### src/rtl/dispatch_pkg.sv
// -----------------------------------------------------------------------------
// dispatch_pkg
// Shared definitions for the dispatch scheduler: decoder opClass encodings,
// the reservation-station selector enum and the class-to-station mapping.
// -----------------------------------------------------------------------------
package dispatch_pkg;

  localparam logic [6:0] ClassLUI   = 7'b0110111;
  localparam logic [6:0] ClassAUIPC = 7'b0010111;
  localparam logic [6:0] ClassJAL   = 7'b1101111;
  localparam logic [6:0] ClassJALR  = 7'b1100111;
  localparam logic [6:0] ClassB     = 7'b1100011;
  localparam logic [6:0] ClassLD    = 7'b0000011;
  localparam logic [6:0] ClassST    = 7'b0100011;
  localparam logic [6:0] ClassRI    = 7'b0010011;
  localparam logic [6:0] ClassRR    = 7'b0110011;
  localparam logic [6:0] ClassNOP   = 7'b0000000;

  typedef enum logic [1:0] {
    NONE = 2'd0,
    ALU  = 2'd1,
    LS   = 2'd2,
    BR   = 2'd3
  } rs_sel;

  // Unknown encodings map to NONE so they are dropped without using credit.
  function automatic rs_sel class_to_rs(input logic [6:0] cls);
    rs_sel r;
    case (cls)
      ClassLUI, ClassAUIPC, ClassJAL, ClassJALR, ClassRI, ClassRR: r = ALU;
      ClassLD, ClassST:                                            r = LS;
      ClassB:                                                      r = BR;
      default:                                                     r = NONE;
    endcase
    return r;
  endfunction

endpackage

### src/rtl/dispatch_ctrl_credit_counter.sv
// -----------------------------------------------------------------------------
// credit_counter
// Free-slot counter for one reservation station. Starts full (SIZE credits),
// loses one credit per dispatch and regains freeNum credits per cycle.
//
// Ports:
//   clk, rst  : clock, synchronous active-high reset (credit <= SIZE)
//   rdy       : global enable; counter holds when low
//   take      : one instruction dispatched to this RS this cycle
//   freeNum   : entries released by the RS this cycle (incl. squashed ones)
//   credit    : current (start-of-cycle) free slot count
//   avail     : credit != 0
// -----------------------------------------------------------------------------
module credit_counter #(
  parameter int SIZE = 8
) (
  input  logic                        clk,
  input  logic                        rst,
  input  logic                        rdy,
  input  logic                        take,
  input  logic [$clog2(SIZE+1)-1:0]   freeNum,
  output logic [$clog2(SIZE+1)-1:0]   credit,
  output logic                        avail
);

  localparam int CW = $clog2(SIZE + 1);
  localparam logic [CW:0] SIZE_X = (CW + 1)'(SIZE);

  // One extra bit so an over-return or an underflow is visible to the checks
  // below instead of silently wrapping.
  logic [CW:0] nxt_x;

  always_comb begin
    nxt_x = {1'b0, credit} - {{CW{1'b0}}, take} + {1'b0, freeNum};
  end

  always_ff @(posedge clk) begin
    if (rst) begin
      credit <= CW'(SIZE);
    end else if (rdy) begin
      credit <= nxt_x[CW-1:0];
    end
  end

  assign avail = (credit != '0);

`ifndef SYNTHESIS
  always_ff @(posedge clk) begin
    if (!rst && rdy) begin
      assert ({1'b0, freeNum} <= (SIZE_X - {1'b0, credit}))
        else $error("credit_counter: freeNum %0d exceeds occupancy (credit %0d, size %0d)",
                    freeNum, credit, SIZE);
      assert (!(take && !avail))
        else $error("credit_counter: dispatch with zero credit");
      assert (nxt_x <= SIZE_X)
        else $error("credit_counter: credit would exceed size %0d", SIZE);
    end
  end
`endif

endmodule

### src/rtl/dispatch_ctrl.sv
// -----------------------------------------------------------------------------
// dispatch_ctrl
// Dispatch scheduler between the decoder and the ALU, load/store and branch
// reservation stations. Each decoded instruction is routed by opClass to its
// RS if that RS has a free slot (credit); otherwise it is parked in a single
// skid register and the decoder is stalled until it can go. A mispredict
// (misTaken) drops the skid entry and the current input.
//
// Ports:
//   clk, rst        : clock, synchronous active-high reset
//   rdy             : global enable; all state holds while low
//   misTaken        : branch mispredict flush
//   inClass         : decoder opClass (ClassNOP = no instruction)
//   inPayload       : opaque decoder payload
//   stall           : combinational hold to the decoder
//   aluEn/lsEn/brEn : registered one-cycle RS write strobes
//   outPayload      : registered payload, valid while any strobe is high
//   aluFreeNum      : ALU RS entries released this cycle
//   lsFreeNum       : LS RS entries released this cycle
//   brFreeNum       : branch RS entries released this cycle
// -----------------------------------------------------------------------------
module dispatch_ctrl
  import dispatch_pkg::*;
#(
  parameter int ALU_SIZE = 8,
  parameter int LS_SIZE  = 8,
  parameter int BR_SIZE  = 4,
  parameter int PAY_W    = 128
) (
  input  logic                            clk,
  input  logic                            rst,
  input  logic                            rdy,
  input  logic                            misTaken,
  input  logic [6:0]                      inClass,
  input  logic [PAY_W-1:0]                inPayload,
  output logic                            stall,
  output logic                            aluEn,
  output logic                            lsEn,
  output logic                            brEn,
  output logic [PAY_W-1:0]                outPayload,
  input  logic [$clog2(ALU_SIZE+1)-1:0]   aluFreeNum,
  input  logic [$clog2(LS_SIZE+1)-1:0]    lsFreeNum,
  input  logic [$clog2(BR_SIZE+1)-1:0]    brFreeNum
);

  localparam int AW = $clog2(ALU_SIZE + 1);
  localparam int LW = $clog2(LS_SIZE + 1);
  localparam int BW = $clog2(BR_SIZE + 1);

  // Credit state
  logic [AW-1:0] cA;
  logic [LW-1:0] cL;
  logic [BW-1:0] cB;
  logic          availA, availL, availB;

  // Skid register: one parked instruction whose RS was full
  logic             sv;
  logic [6:0]       sClass;
  logic [PAY_W-1:0] sPay;

  // Stage p0: candidate selection and dispatch decision
  rs_sel            in_rs_p0;
  rs_sel            sk_rs_p0;
  rs_sel            cand_rs_p0;
  logic [PAY_W-1:0] cand_pay_p0;
  logic             in_vld_p0;
  logic             in_ok_p0;
  logic             cand_ok_p0;
  logic             act_p0;
  logic             disp_p0;
  logic             cap_p0;
  logic             takeA_p0, takeL_p0, takeB_p0;

  always_comb begin
    in_rs_p0 = class_to_rs(inClass);
    sk_rs_p0 = class_to_rs(sClass);
    in_vld_p0 = (in_rs_p0 != NONE);

    // Credit check for the raw input; drives stall even when the skid is
    // the real candidate (stall is already high in that case).
    case (in_rs_p0)
      ALU:     in_ok_p0 = availA;
      LS:      in_ok_p0 = availL;
      BR:      in_ok_p0 = availB;
      default: in_ok_p0 = 1'b0;
    endcase

    // An occupied skid always goes first so program order is kept.
    cand_rs_p0  = sv ? sk_rs_p0 : in_rs_p0;
    cand_pay_p0 = sv ? sPay     : inPayload;

    case (cand_rs_p0)
      ALU:     cand_ok_p0 = availA;
      LS:      cand_ok_p0 = availL;
      BR:      cand_ok_p0 = availB;
      default: cand_ok_p0 = 1'b0;
    endcase

    // Decisions use start-of-cycle credit only; freeNum has no path here.
    act_p0  = rdy & ~misTaken;
    disp_p0 = act_p0 & (cand_rs_p0 != NONE) & cand_ok_p0;
    cap_p0  = act_p0 & ~sv & in_vld_p0 & ~cand_ok_p0;

    takeA_p0 = disp_p0 & (cand_rs_p0 == ALU);
    takeL_p0 = disp_p0 & (cand_rs_p0 == LS);
    takeB_p0 = disp_p0 & (cand_rs_p0 == BR);
  end

  assign stall = ~rdy | sv | (in_vld_p0 & ~in_ok_p0);

  credit_counter #(.SIZE(ALU_SIZE)) u_cnt_alu (
    .clk     (clk),
    .rst     (rst),
    .rdy     (rdy),
    .take    (takeA_p0),
    .freeNum (aluFreeNum),
    .credit  (cA),
    .avail   (availA)
  );

  credit_counter #(.SIZE(LS_SIZE)) u_cnt_ls (
    .clk     (clk),
    .rst     (rst),
    .rdy     (rdy),
    .take    (takeL_p0),
    .freeNum (lsFreeNum),
    .credit  (cL),
    .avail   (availL)
  );

  credit_counter #(.SIZE(BR_SIZE)) u_cnt_br (
    .clk     (clk),
    .rst     (rst),
    .rdy     (rdy),
    .take    (takeB_p0),
    .freeNum (brFreeNum),
    .credit  (cB),
    .avail   (availB)
  );

  // Stage p1: registered strobes, payload and skid control
  always_ff @(posedge clk) begin
    if (rst) begin
      aluEn      <= 1'b0;
      lsEn       <= 1'b0;
      brEn       <= 1'b0;
      outPayload <= '0;
      sv         <= 1'b0;
    end else if (rdy) begin
      aluEn <= takeA_p0;
      lsEn  <= takeL_p0;
      brEn  <= takeB_p0;
      if (disp_p0) begin
        outPayload <= cand_pay_p0;
      end
      if (misTaken) begin
        sv <= 1'b0;
      end else if (cap_p0) begin
        sv <= 1'b1;
      end else if (sv && disp_p0) begin
        sv <= 1'b0;
      end
    end else begin
      // Strobes are single-cycle; a frozen pipeline must not repeat a write.
      aluEn <= 1'b0;
      lsEn  <= 1'b0;
      brEn  <= 1'b0;
    end
  end

  // Skid data carries no reset; sv qualifies it.
  always_ff @(posedge clk) begin
    if (cap_p0) begin
      sClass <= inClass;
      sPay   <= inPayload;
    end
  end

`ifndef SYNTHESIS
  always_ff @(posedge clk) begin
    if (!rst && rdy && sv) begin
      assert (inClass == ClassNOP)
        else $error("dispatch_ctrl: input class %b arrived while skid occupied", inClass);
    end
  end
`endif

endmodule
### config.mk
export PLATFORM = sky130hd
export DESIGN_NAME = dispatch_ctrl
export DESIGN_NICKNAME = d
export VERILOG_FILES = /design/src/rtl/dispatch_pkg.sv /design/src/rtl/dispatch_ctrl_credit_counter.sv /design/src/rtl/dispatch_ctrl.sv
export SDC_FILE = /design/constraint.sdc
export NUM_CORES = 1
export LEC_CHECK = 0
export BUFFER_PORTS_ARGS = -buffer_cell sky130_fd_sc_hd__buf_2
export CAP_MARGIN = 20
export CORE_AREA = 8 8 230 144
export CTS_BUF_LIST = sky130_fd_sc_hd__clkbuf_2
export CTS_CLUSTER_SIZE = 14
export DETAILED_ROUTE_END_ITERATION = 10
export DIE_AREA = 0 0 238 152
export GPL_ROUTABILITY_DRIVEN = 1
export MAX_ROUTING_LAYER = met4
export PLACE_DENSITY = 0.61
export SKIP_LAST_GASP = 1
export SLEW_MARGIN = 40
export SYNTH_ARGS = -nofsm -noshare
export SYNTH_HDL_FRONTEND = slang
export SYNTH_SLANG_ARGS = --single-unit
### constraint.sdc
create_clock -name clk -period 16.5 [get_ports clk]
set_clock_uncertainty 0.05 [all_clocks]
set_input_delay 1.65 -clock clk [delete_from_list [all_inputs] [get_ports clk]]
set_output_delay 1.65 -clock clk [all_outputs]
set_load 0.02 [all_outputs]
==> results_dict.tcl, run 1 <==
set metrics [dict create \
    status "finished clean" \
    synth-main-ff-cell "dfxtp_1" \
    slew_headroom 0.4248 \
    syn_avg_cell_area_um2 13.43 \
    ys_seq_area_frac 0.5907 \
    hold_viol 0 \
    die_h_um 152 \
    drtIter0Drc 541 \
    crit_path_start_kind "input pin" \
    grt_overflow 0 \
    leakagePower_nw 5.191 \
    drv_cap 0 \
    fin_area_um2 14060 \
    tightest_slew_ns 0.8550 \
    ys_warn_count 0 \
    fp.dieW_um 238 \
    fmax_mhz 213.4 \
    post_drt_via_cell_ratio 5.097 \
    antenna_found_initial 4 \
    cts.reportedPaths.clkPinSlew_ns 0.09 \
    use_met2 0.2430 \
    clk_latency_ns 0.88 \
    met1_usage 0.2454 \
    rsz0062_at_grt "false" \
    ant_nets 0 \
    min_period_ns 4.685 \
    mostFrequentLayoutCells "buf_2 (280), dfxtp_1 (142), a21oi_1 (135), edfxtp_1 (135), mux2i_1 (134)" \
    cts_hold_buf 0 \
    synthToLayoutAreaGrowth_pct 20.07 \
    wl_um 32270 \
    cts_tree "built" \
    io_buffers 281 \
    grt_pass1_wl_um 49870 \
    drive_gt1_frac 0.4250 \
    worstSetupPathType "in2out" \
    cts_buffers 69 \
    first_pass_iters 5 \
    cts_htree_levels 3 \
    hold_class "reg2reg" \
    cts.sinks 278 \
    netlist_area_um2 11710 \
    required_ns 14.80 \
    clockBufferDepth 3 \
    wl_per_cell_um 19.87 \
    crit_arrival_ns 2.98 \
    synth.distinct_cells 46 \
    fin_crit_sh 0.2839 \
    grt_pass1_vias 8610 \
    grtUsageMet3 0.05365 \
    fillCellCount 2763 \
    dpl_cell_area_um2 13400 \
    setup_viol 0 \
    layout.nets 1327 \
    place_congestion 0.8125 \
    place_ws_ns 11.07 \
    setup_ws_ns 11.82 \
    io_pins 282 \
    synth_seq_cells 278 \
    post_cts_resized 0 \
    grt_max_degree 85 \
    drv_slew 0 \
    synth_edf_count 135 \
    tns_ns 0 \
    critPathMaxFanout 5 \
    num_rows 49 \
    synth_cells 872 \
    dp_hpwl_um 20690 \
    post_cts_buffers 0 \
    endpoint_kind "output port" \
    syn_nets 1040 \
    core-area_um2 29550 \
    dieArea_um2 36180 \
    ir_worst_vdd_mv 0.03922 \
    start_util 0.3962 \
    async_flop_share 0 \
    powerDensity_nw_per_um2 96.57 \
    grt_busiest_layer "met1" \
    drcViolationCount 0 \
    grt_use_total 0.1772 \
    layout_commonest_cell "buf_2" \
    rrSetupSlack_ns 12.52 \
    num_vias 8277 \
    root_buffer "clkbuf_2" \
]
[final timing paths]
kind | startpoint | endpoint | cells past startpoint
max | inClass[3] | stall | 6
max reg2reg | sv$_SDFFE_PP0P_ | sPay[48]$_DFFE_PP_ | 7
min reg2reg | u_cnt_ls.credit[1]$_SDFFE_PP0P_ | u_cnt_ls.credit[1]$_SDFFE_PP0P_ | 2
min | u_cnt_ls.credit[1]$_SDFFE_PP0P_ | u_cnt_ls.credit[1]$_SDFFE_PP0P_ | 2
[Yosys cell counts (2+ instances only)]
cell	instances	area share
dfxtp_1	143	0.24
a21oi_1	135	0.058
edfxtp_1	135	0.35
mux2i_1	134	0.11
a211oi_2	110	0.12
clkbuf_1	50	0.016
inv_1	29	0.0093
a211oi_1	20	0.013
ha_1	15	0.016
buf_6	13	0.013
buf_2	12	0.0051
nor2_1	9	0.0029
xnor2_1	6	0.0045
nor3_1	5	0.0021
nand2_1	4	0.0013
a21o_1	3	0.0019
and3_1	3	0.0016
fa_1	3	0.0051
nand2b_1	3	0.0016
nor2b_1	3	0.0016
nor4_1	3	0.0016
nor4b_1	3	0.0022
o21bai_1	3	0.0019
nand3_1	2	0.00085
nand4b_1	2	0.0015
o2111ai_1	2	0.0015
o21ai_0	2	0.00085
xor2_1	2	0.0015
[state kept, by name, indices dropped and copies added, names as in the netlist]
signal and flops:
outPayload 128, sPay 128, sClass 7, u_cnt_alu.credit 4
u_cnt_ls.credit 4, u_cnt_br.credit 3, aluEn 1, brEn 1
lsEn 1, sv 1
[metrics by stage]
| stage | cells | hold WS, ns | utilization | power (mW) |
|---|---|---|---|---|
| 2_1_floorplan | 872 | 0.4141 | - | 0.8448 |
| 5_1_grt | 1624 | 0.5008 | 0.4757 | 1.430 |
| 3_3_place_gp | 1495 | 0.4438 | 0.4516 | 0.8929 |
| 6_report | 1624 | 0.4650 | 0.4757 | 1.358 |
| 4_1_cts | 1622 | 0.4653 | 0.4756 | 1.384 |
| 3_5_place_dp | 1496 | 0.4509 | 0.4533 | 0.8953 |
[metal layers]
layer,up-vias,part of all wire
met5,-,0
met4,0,0.021
met3,51,0.067
met2,276,0.42
met1,3992,0.49
li1,3958,-
[worst max-delay path, stage by stage]
cell	delay, ns
buf_2	0.13
or3b_1	0.37
a31o_1	0.28
a211o_1	0.24
a21o_1	0.17
buf_2	0.16
[area by class of cell]
class	count	area [um^2]	share of cell area
Tap cell	408	510.5	0.03631
Clock buffer	104	520.5	0.03702
Antenna cell	2	5.005	0.0003560
Clock inverter	22	136.4	0.009701
Sequential cell	278	6920	0.4923
Multi-Input combinational cell	489	4319	0.3072
Timing Repair Buffer	292	1538	0.1094
Inverter	29	108.9	0.007743
[power breakdown]
group | leakage, nW | switching (mW) | total (mW) | internal [mW]
combinational | 2.32 | 0.0825 | 0.135 | 0.0524
clock | 0.499 | 0.280 | 0.479 | 0.199
sequential | 2.37 | 0.00845 | 0.744 | 0.736
[logic make-up (layout without fill, tap and decap cells)]
group	after synthesis	after routing	synth area share
fa+ha+maj	18	18	0.02116
compound gates	284	284	0.2011
xor+xnor	8	8	0.005984
other cells	0	2	0
mux	134	134	0.1146
buf+inv	105	447	0.04328
flops	278	278	0.5907
simple gates	45	45	0.02319
Power figures use the tool's default switching activity.
==> run 2: changes to the inputs <==
- ABC_AREA: not set -> 1
- CORE_AREA: 8 8 230 144 -> 8 8 231 144
- DIE_AREA: 0 0 238 152 -> 0 0 239 152
- PLACE_DENSITY: 0.61 -> 0.59
- clock period: 16.5 -> 4.5 ns (I/O delays scaled with it)
==> run 2 against run 1 <==
Die area grew 0.42%. Clock power grew to 3.8 times the previous value. Design area up 11%. Sequential power grew to 3.7 times the previous value. Combinational power grew to 3.9 times the previous value. Via count rose by 11%. Hold slack lost 0.30 ns.
==> results_dict.tcl, run 2 <==
set metrics [dict create \
    status "finished clean" \
    required_ns 5.17 \
    place_congestion 0.7752 \
    critPathMaxFanout 60 \
    r2r_start "sv$_SDFFE_PP0P_" \
    hold_viol 0 \
    wl_um 32450 \
    synth_edf_count 135 \
    netlist.top_cell.by_area "edfxtp_1" \
    cts_buffers 69 \
    dp_hpwl_um 20350 \
    min_period_ns 3.551 \
    tightest_slew_ns 0.7931 \
    fp.dieW_um 239 \
    drtIter0Drc 426 \
    tns_ns 0 \
    cp_num_cells 13 \
    endpoint "outPayload[16]$_SDFFE_PP0P_" \
    cts_htree_levels 3 \
    synth_cells 1147 \
    io_buffers 281 \
    ys_seq_area_frac 0.5886 \
    synth-compound-area-share 0.08028 \
    critPathMaxStageDelay_ns 0.76 \
    grt_use_total 0.1807 \
    antenna_found_initial 3 \
    hold_class "in2reg" \
    io_pins 282 \
    yosys-top-cells-count "nand2_1 (282), inv_1 (167), dfxtp_1 (143)" \
    fillCellCount 2675 \
    muxShareOfSynthArea 0.1090 \
    crit_arrival_ns 4.22 \
    synth_top_area_share 0.3450 \
    synth_simple_gate_area_frac 0.1098 \
    post_cts_resized 0 \
    p_switching_mw 1.345 \
    yosysMostFrequentCell "nand2_1" \
    timing.rr.end "outPayload[16]$_SDFFE_PP0P_" \
    cts_tree "built" \
    syn_nets 1315 \
    die_h_um 152 \
    crit_buf_inv 3 \
    clk_latency_ns 0.88 \
    synth_xor_area_frac 0.006708 \
    cts.sinks 278 \
    switching_share 0.2642 \
    internal_power_mw 3.747 \
    drcViolationCount 0 \
    leakagePower_nw 7.072 \
    fmax_mhz 281.6 \
    grt_pass1_vias 9575 \
    grt_max_degree 87 \
    crit_path_frequent_cell "nand2_1" \
    synth_top_family_by_area "simple AND/OR/NAND/NOR gates" \
    fin_crit_sh 0.7892 \
    clockBufferDepth 3 \
    cts.reportedPaths.clkPinSlew_ns 0.13 \
    num_vias 9228 \
    crit_path_start_kind "flop" \
    grt_pass1_wl_um 51730 \
    path_cells "inv_2 > nor2_1 > nand3_1 > nand2_1 > nor2_2 > nand2_1 > nand3_2 > nand2_4 > buf_4 > buf_4 > nand2_1 > nand2_1 > a21oi_2" \
    worstSetupPathType "reg2reg" \
    drt-met1-wl_um 14950 \
    async_flop_share 0 \
    synthAdderAreaFrac 0.02108 \
    mostFrequentLayoutCells "nand2_1 (282), buf_2 (281), inv_1 (166), dlygate4sd3_1 (147), dfxtp_1 (142)" \
    dpl_cell_area_um2 13470 \
    cp_slowest_cell "dfxtp_4" \
    synthToLayoutAreaGrowth_pct 33.02 \
    comb_power_share 0.104 \
    ir_worst_vdd_mv 0.2198 \
    netlist_area_um2 11750 \
    layout_commonest_cell "nand2_1" \
    post_drt_via_cell_ratio 4.473 \
    dieArea_um2 36330 \
    fin_area_um2 15630 \
    rrSetupSlack_ns 0.95 \
    first_pass_iters 5 \
    rsz0062_at_grt "false" \
    powerDensity_nw_per_um2 325.8 \
    layout.nets 1766 \
    setup_viol 0 \
    synth_seq_cells 278 \
    top_layer "met4" \
    reg.largest.list "outPayload (128), sPay (128), sClass (7)" \
    drv_slew 0 \
    root_buffer "clkbuf_2" \
    seq_power_share 0.537 \
    critPathLaunch "sv$_SDFFE_PP0P_" \
    start_util 0.3960 \
    syn_avg_cell_area_um2 10.25 \
    ant_nets 0 \
    grt_overflow 0 \
    endpoint_kind "flop" \
    slew_headroom 0.4713 \
    synth_area_leaders "edfxtp_1 (34%), dfxtp_1 (24%), mux2i_1 (11%), nand2_1 (9.0%), inv_1 (5.3%)" \
    synth.distinct_cells 32 \
    drv_cap 0 \
    synth-main-ff-cell "dfxtp_1" \
    ys_warn_count 0 \
    reg2regPathDepth 13 \
    power.clock.fraction 0.359 \
    met3_length_um 1578 \
    cp_top_family "buffers and inverters" \
    drive_gt1_frac 0.2772 \
    num_rows 49 \
    wl_met2_um 15390 \
    core-area_um2 29670 \
    wl_per_cell_um 15.73 \
]
[run 2: changes by cell type in the layout (fill, tap and decap cells not counted), sizes merged, moves of 9 or more]
cell         change
a211oi         -129
inv            +141
nand2          +281
o21ai            +9
dlygate4sd3    +147
nand3           +12
[run 2: layer usage]
metal,track usage,vias to the layer above
li1,-,4696
met1,0.2281,4266
met2,0.2835,222
met3,0.04516,44
met4,0.05680,0
met5,-,-
[run 2: timing repair]
item / 4_1_cts / 5_1_grt
setup endpoints to repair: 0 / 0
setup buffers: 0 / 0
hold buffers: 147 / 0
hold endpoints to repair: 276 / 0
[run 2: worst min-delay path by stage]
| stage | slack, ns | end | cells after the start | startpoint |
|---|---|---|---|---|
| floorplan | 0.40 | u_cnt_alu.credit[1]$_SDFFE_PP0P_ | 2 | u_cnt_alu.credit[1]$_SDFFE_PP0P_ |
| global placement | 0.42 | u_cnt_alu.credit[0]$_SDFFE_PP0P_ | 2 | u_cnt_alu.credit[0]$_SDFFE_PP0P_ |
| detailed placement | 0.43 | u_cnt_br.credit[1]$_SDFFE_PP0P_ | 2 | u_cnt_br.credit[1]$_SDFFE_PP0P_ |
| CTS | 0.0008 | u_cnt_br.credit[2]$_SDFFE_PP1P_ | 6 | brFreeNum[1] |
| global route | 0.06 | u_cnt_br.credit[2]$_SDFFE_PP1P_ | 6 | brFreeNum[1] |
| finish | 0.17 | u_cnt_br.credit[2]$_SDFFE_PP1P_ | 6 | brFreeNum[1] |
[run 2: power by group through the flow]
stage               Combinational (mW)  Sequential (mW)  Clock, mW
finish                           0.529             2.73       1.83
global route                     0.588             2.74       2.04
CTS                              0.532             2.73       1.92
detailed placement               0.424             2.79          0
global placement                 0.415             2.79          0
floorplan                        0.224             2.82          0
[run 2: kinds of logic after synthesis]
logic type                 Yosys count
DFF                                278
buffers and inverters              232
xor gates and xnor gates             9
AOI/OAI and AO/OA                  157
muxes                              128
and+or+nand+nor                    325
adders and majority gates           18
[run 2: cell type report]
type                    count  area, um^2  area share
diodes                      3       7.507   0.0004803
clock buffers             105       525.5     0.03362
clock inverters            20       156.4     0.01001
inverters                 173       660.6     0.04226
multi-input cells         637        3841      0.2457
flip-flops and latches    278        6920      0.4427
well taps                 408       510.5     0.03266
repair buffers            439        3009      0.1925
[run 2: tightest hold or removal path, stage by stage]
cell and delay (ns):
buf_2 0.10, inv_1 0.05, ha_1 0.15, xor2_1 0.08
xor2_1 0.15, o21ai_0 0.09
[run 2: metrics by stage]
stage          setup WS, ns  power (mW)  instances  hold slack (ns)    util
6_report             0.9487       5.092       2063           0.1675  0.5268
5_1_grt              0.6624       5.369       2063          0.06298  0.5268
2_1_floorplan        0.7576       3.043       1147           0.4020       -
3_5_place_dp         0.9626       3.216       1788           0.4306  0.4538
4_1_cts              0.9308       5.182       2060        0.0007527  0.5264
3_3_place_gp          1.049       3.205       1788           0.4207  0.4535
==> run 3: changes to the inputs <==
- ABC_AREA: 1 -> 0
- CORE_AREA: 8 8 231 144 -> 8 8 230 144
- DIE_AREA: 0 0 239 152 -> 0 0 238 152
- clock period: 4.5 -> 3.7 ns (I/O delays scaled with it)
==> run 3 against run 2 <==
Die area is 0.42% lower. Critical endpoint is now sPay[24]$_DFFE_PP_. Total power is 25% higher. Largest cell class unchanged. Global-route usage is 0.54 points higher. Design area is 0.90% higher. Flip-flop and latch count stayed put. Fmax is 17% higher. Via count is 3.1% lower. Clock power is 25% higher. Register-to-register slack worse by 0.30 ns.
==> results_dict.tcl, run 3 (same netlist as run 1, synthesis figures left out) <==
set metrics [dict create \
    status "finished clean" \
    clockBufferDepth 3 \
    hold_class "in2reg" \
    dp_hpwl_um 21070 \
    drtIter0Drc 418 \
    hold_viol 0 \
    io_pins 282 \
    endpoint_kind "flop" \
    post_cts_buffers 0 \
    num_rows 49 \
    worstSetupPathType "reg2reg" \
    critPathMaxFanout 57 \
    powerDensity_nw_per_um2 402.2 \
    grt_pass1_wl_um 53270 \
    ir_worst_vdd_mv 0.2512 \
    cts_hold_buf 146 \
    drv_slew 0 \
    fin_crit_sh 0.8234 \
    rsz0062_at_grt "false" \
    antenna_found_initial 6 \
    synthToLayoutAreaGrowth_pct 34.70 \
    layout.nets 1485 \
    reg.largest.list "outPayload (128), sPay (128), sClass (7)" \
    whs_ns 0.1746 \
    tns_ns 0 \
    fillCellCount 2589 \
    wl_per_cell_um 18.95 \
    grt_use_total 0.1861 \
    post_drt_via_cell_ratio 5.013 \
    clk_latency_ns 0.88 \
    drcViolationCount 0 \
    grt_overflow 0 \
    crit_arrival_ns 3.47 \
    tightest_slew_ns 0.8180 \
    crit_path_start_kind "flop" \
    min_period_ns 3.046 \
    start_util 0.3962 \
    cts.reportedPaths.clkPinSlew_ns 0.11 \
    root_buffer "clkbuf_2" \
    cts.sinks 278 \
    dieArea_um2 36180 \
    io_buffers 281 \
    post_cts_resized 0 \
    fp.dieW_um 238 \
    drv_cap 0 \
    layout_commonest_cell "buf_2" \
    setup_viol 0 \
    required_ns 4.13 \
    num_vias 8943 \
    rrSetupSlack_ns 0.65 \
    cts_htree_levels 3 \
    leakagePower_nw 5.915 \
    first_pass_iters 7 \
    fin_area_um2 15770 \
    drive_gt1_frac 0.3886 \
    mostFrequentLayoutCells "buf_2 (280), dlygate4sd3_1 (146), dfxtp_1 (142), a21oi_1 (135), edfxtp_1 (135)" \
    core-area_um2 29550 \
    dpl_cell_area_um2 13590 \
    grt_max_degree 113 \
    slew_headroom 0.4546 \
    cts_tree "built" \
    ant_nets 0 \
    cts_buffers 68 \
    die_h_um 152 \
    wl_um 33810 \
    fmax_mhz 328.2 \
    grt_pass1_vias 9519 \
    place_congestion 0.8140 \
]
[run 3: changes by cell type in the layout (fill, tap and decap cells not counted), sizes merged, moves of 8 or more]
cell / previous run / this run
inv: 172 / 29
nand2: 285 / 4
buf: 292 / 305
nand3: 14 / 2
o21ai: 11 / 2
a211oi: 1 / 130
a21oi: 143 / 135
[run 3: path summary, 6_finish.rpt]
path,depth (start not counted),from,to
max reg2reg,6,sClass[4]$_DFFE_PP_,sPay[24]$_DFFE_PP_
min reg2reg,2,u_cnt_ls.credit[1]$_SDFFE_PP0P_,u_cnt_ls.credit[1]$_SDFFE_PP0P_
max,6,sClass[4]$_DFFE_PP_,sPay[24]$_DFFE_PP_
min,2,inPayload[58],sPay[58]$_DFFE_PP_
[run 3: layout make-up]
cell class                      count  area [um^2]  area share
Multi-Input combinational cell    489         4330      0.2746
Clock buffer                      107        535.5     0.03395
Clock inverter                     15        161.4     0.01023
Inverter                           29        108.9    0.006902
Timing Repair Buffer              451         3187      0.2021
Antenna cell                        7        17.52    0.001111
Sequential cell                   278         6920      0.4388
Tap cell                          408        510.5     0.03237
[run 3: layer usage]
metal	vias up	track usage	wire, um
met3	63	0.05455	2192
li1	4278	-	-
met1	4310	0.2524	16210
met4	0	0.06676	729
met5	-	-	0
met2	292	0.2610	14670
[run 3: worst max-delay path, stage by stage (launching register included)]
cell       delay [ns]
edfxtp_1         0.46
nor4b_1          0.28
o2111ai_1        0.21
a21bo_1          0.24
a32o_4           0.42
nor4_4           0.56
buf_12           0.35
[run 3: stage by stage]
| stage | setup slack (ns) | total power, mW | utilization | instances |
|---|---|---|---|---|
| 5_1_grt | 0.4486 | 6.673 | 0.5336 | 1783 |
| 3_3_place_gp | 0.5595 | 3.997 | 0.4591 | 1508 |
| 6_report | 0.6535 | 6.343 | 0.5337 | 1784 |
| 2_1_floorplan | -2.761 | 3.768 | - | 872 |
| 4_1_cts | 0.6536 | 6.426 | 0.5330 | 1777 |
| 3_5_place_dp | 0.5211 | 4.006 | 0.4599 | 1509 |
[run 3: where the power goes]
part	switching (mW)	internal (mW)	leakage [nW]
logic	0.403	0.347	3.02
registers	0.0346	3.28	2.37
clock network	1.25	1.03	0.518
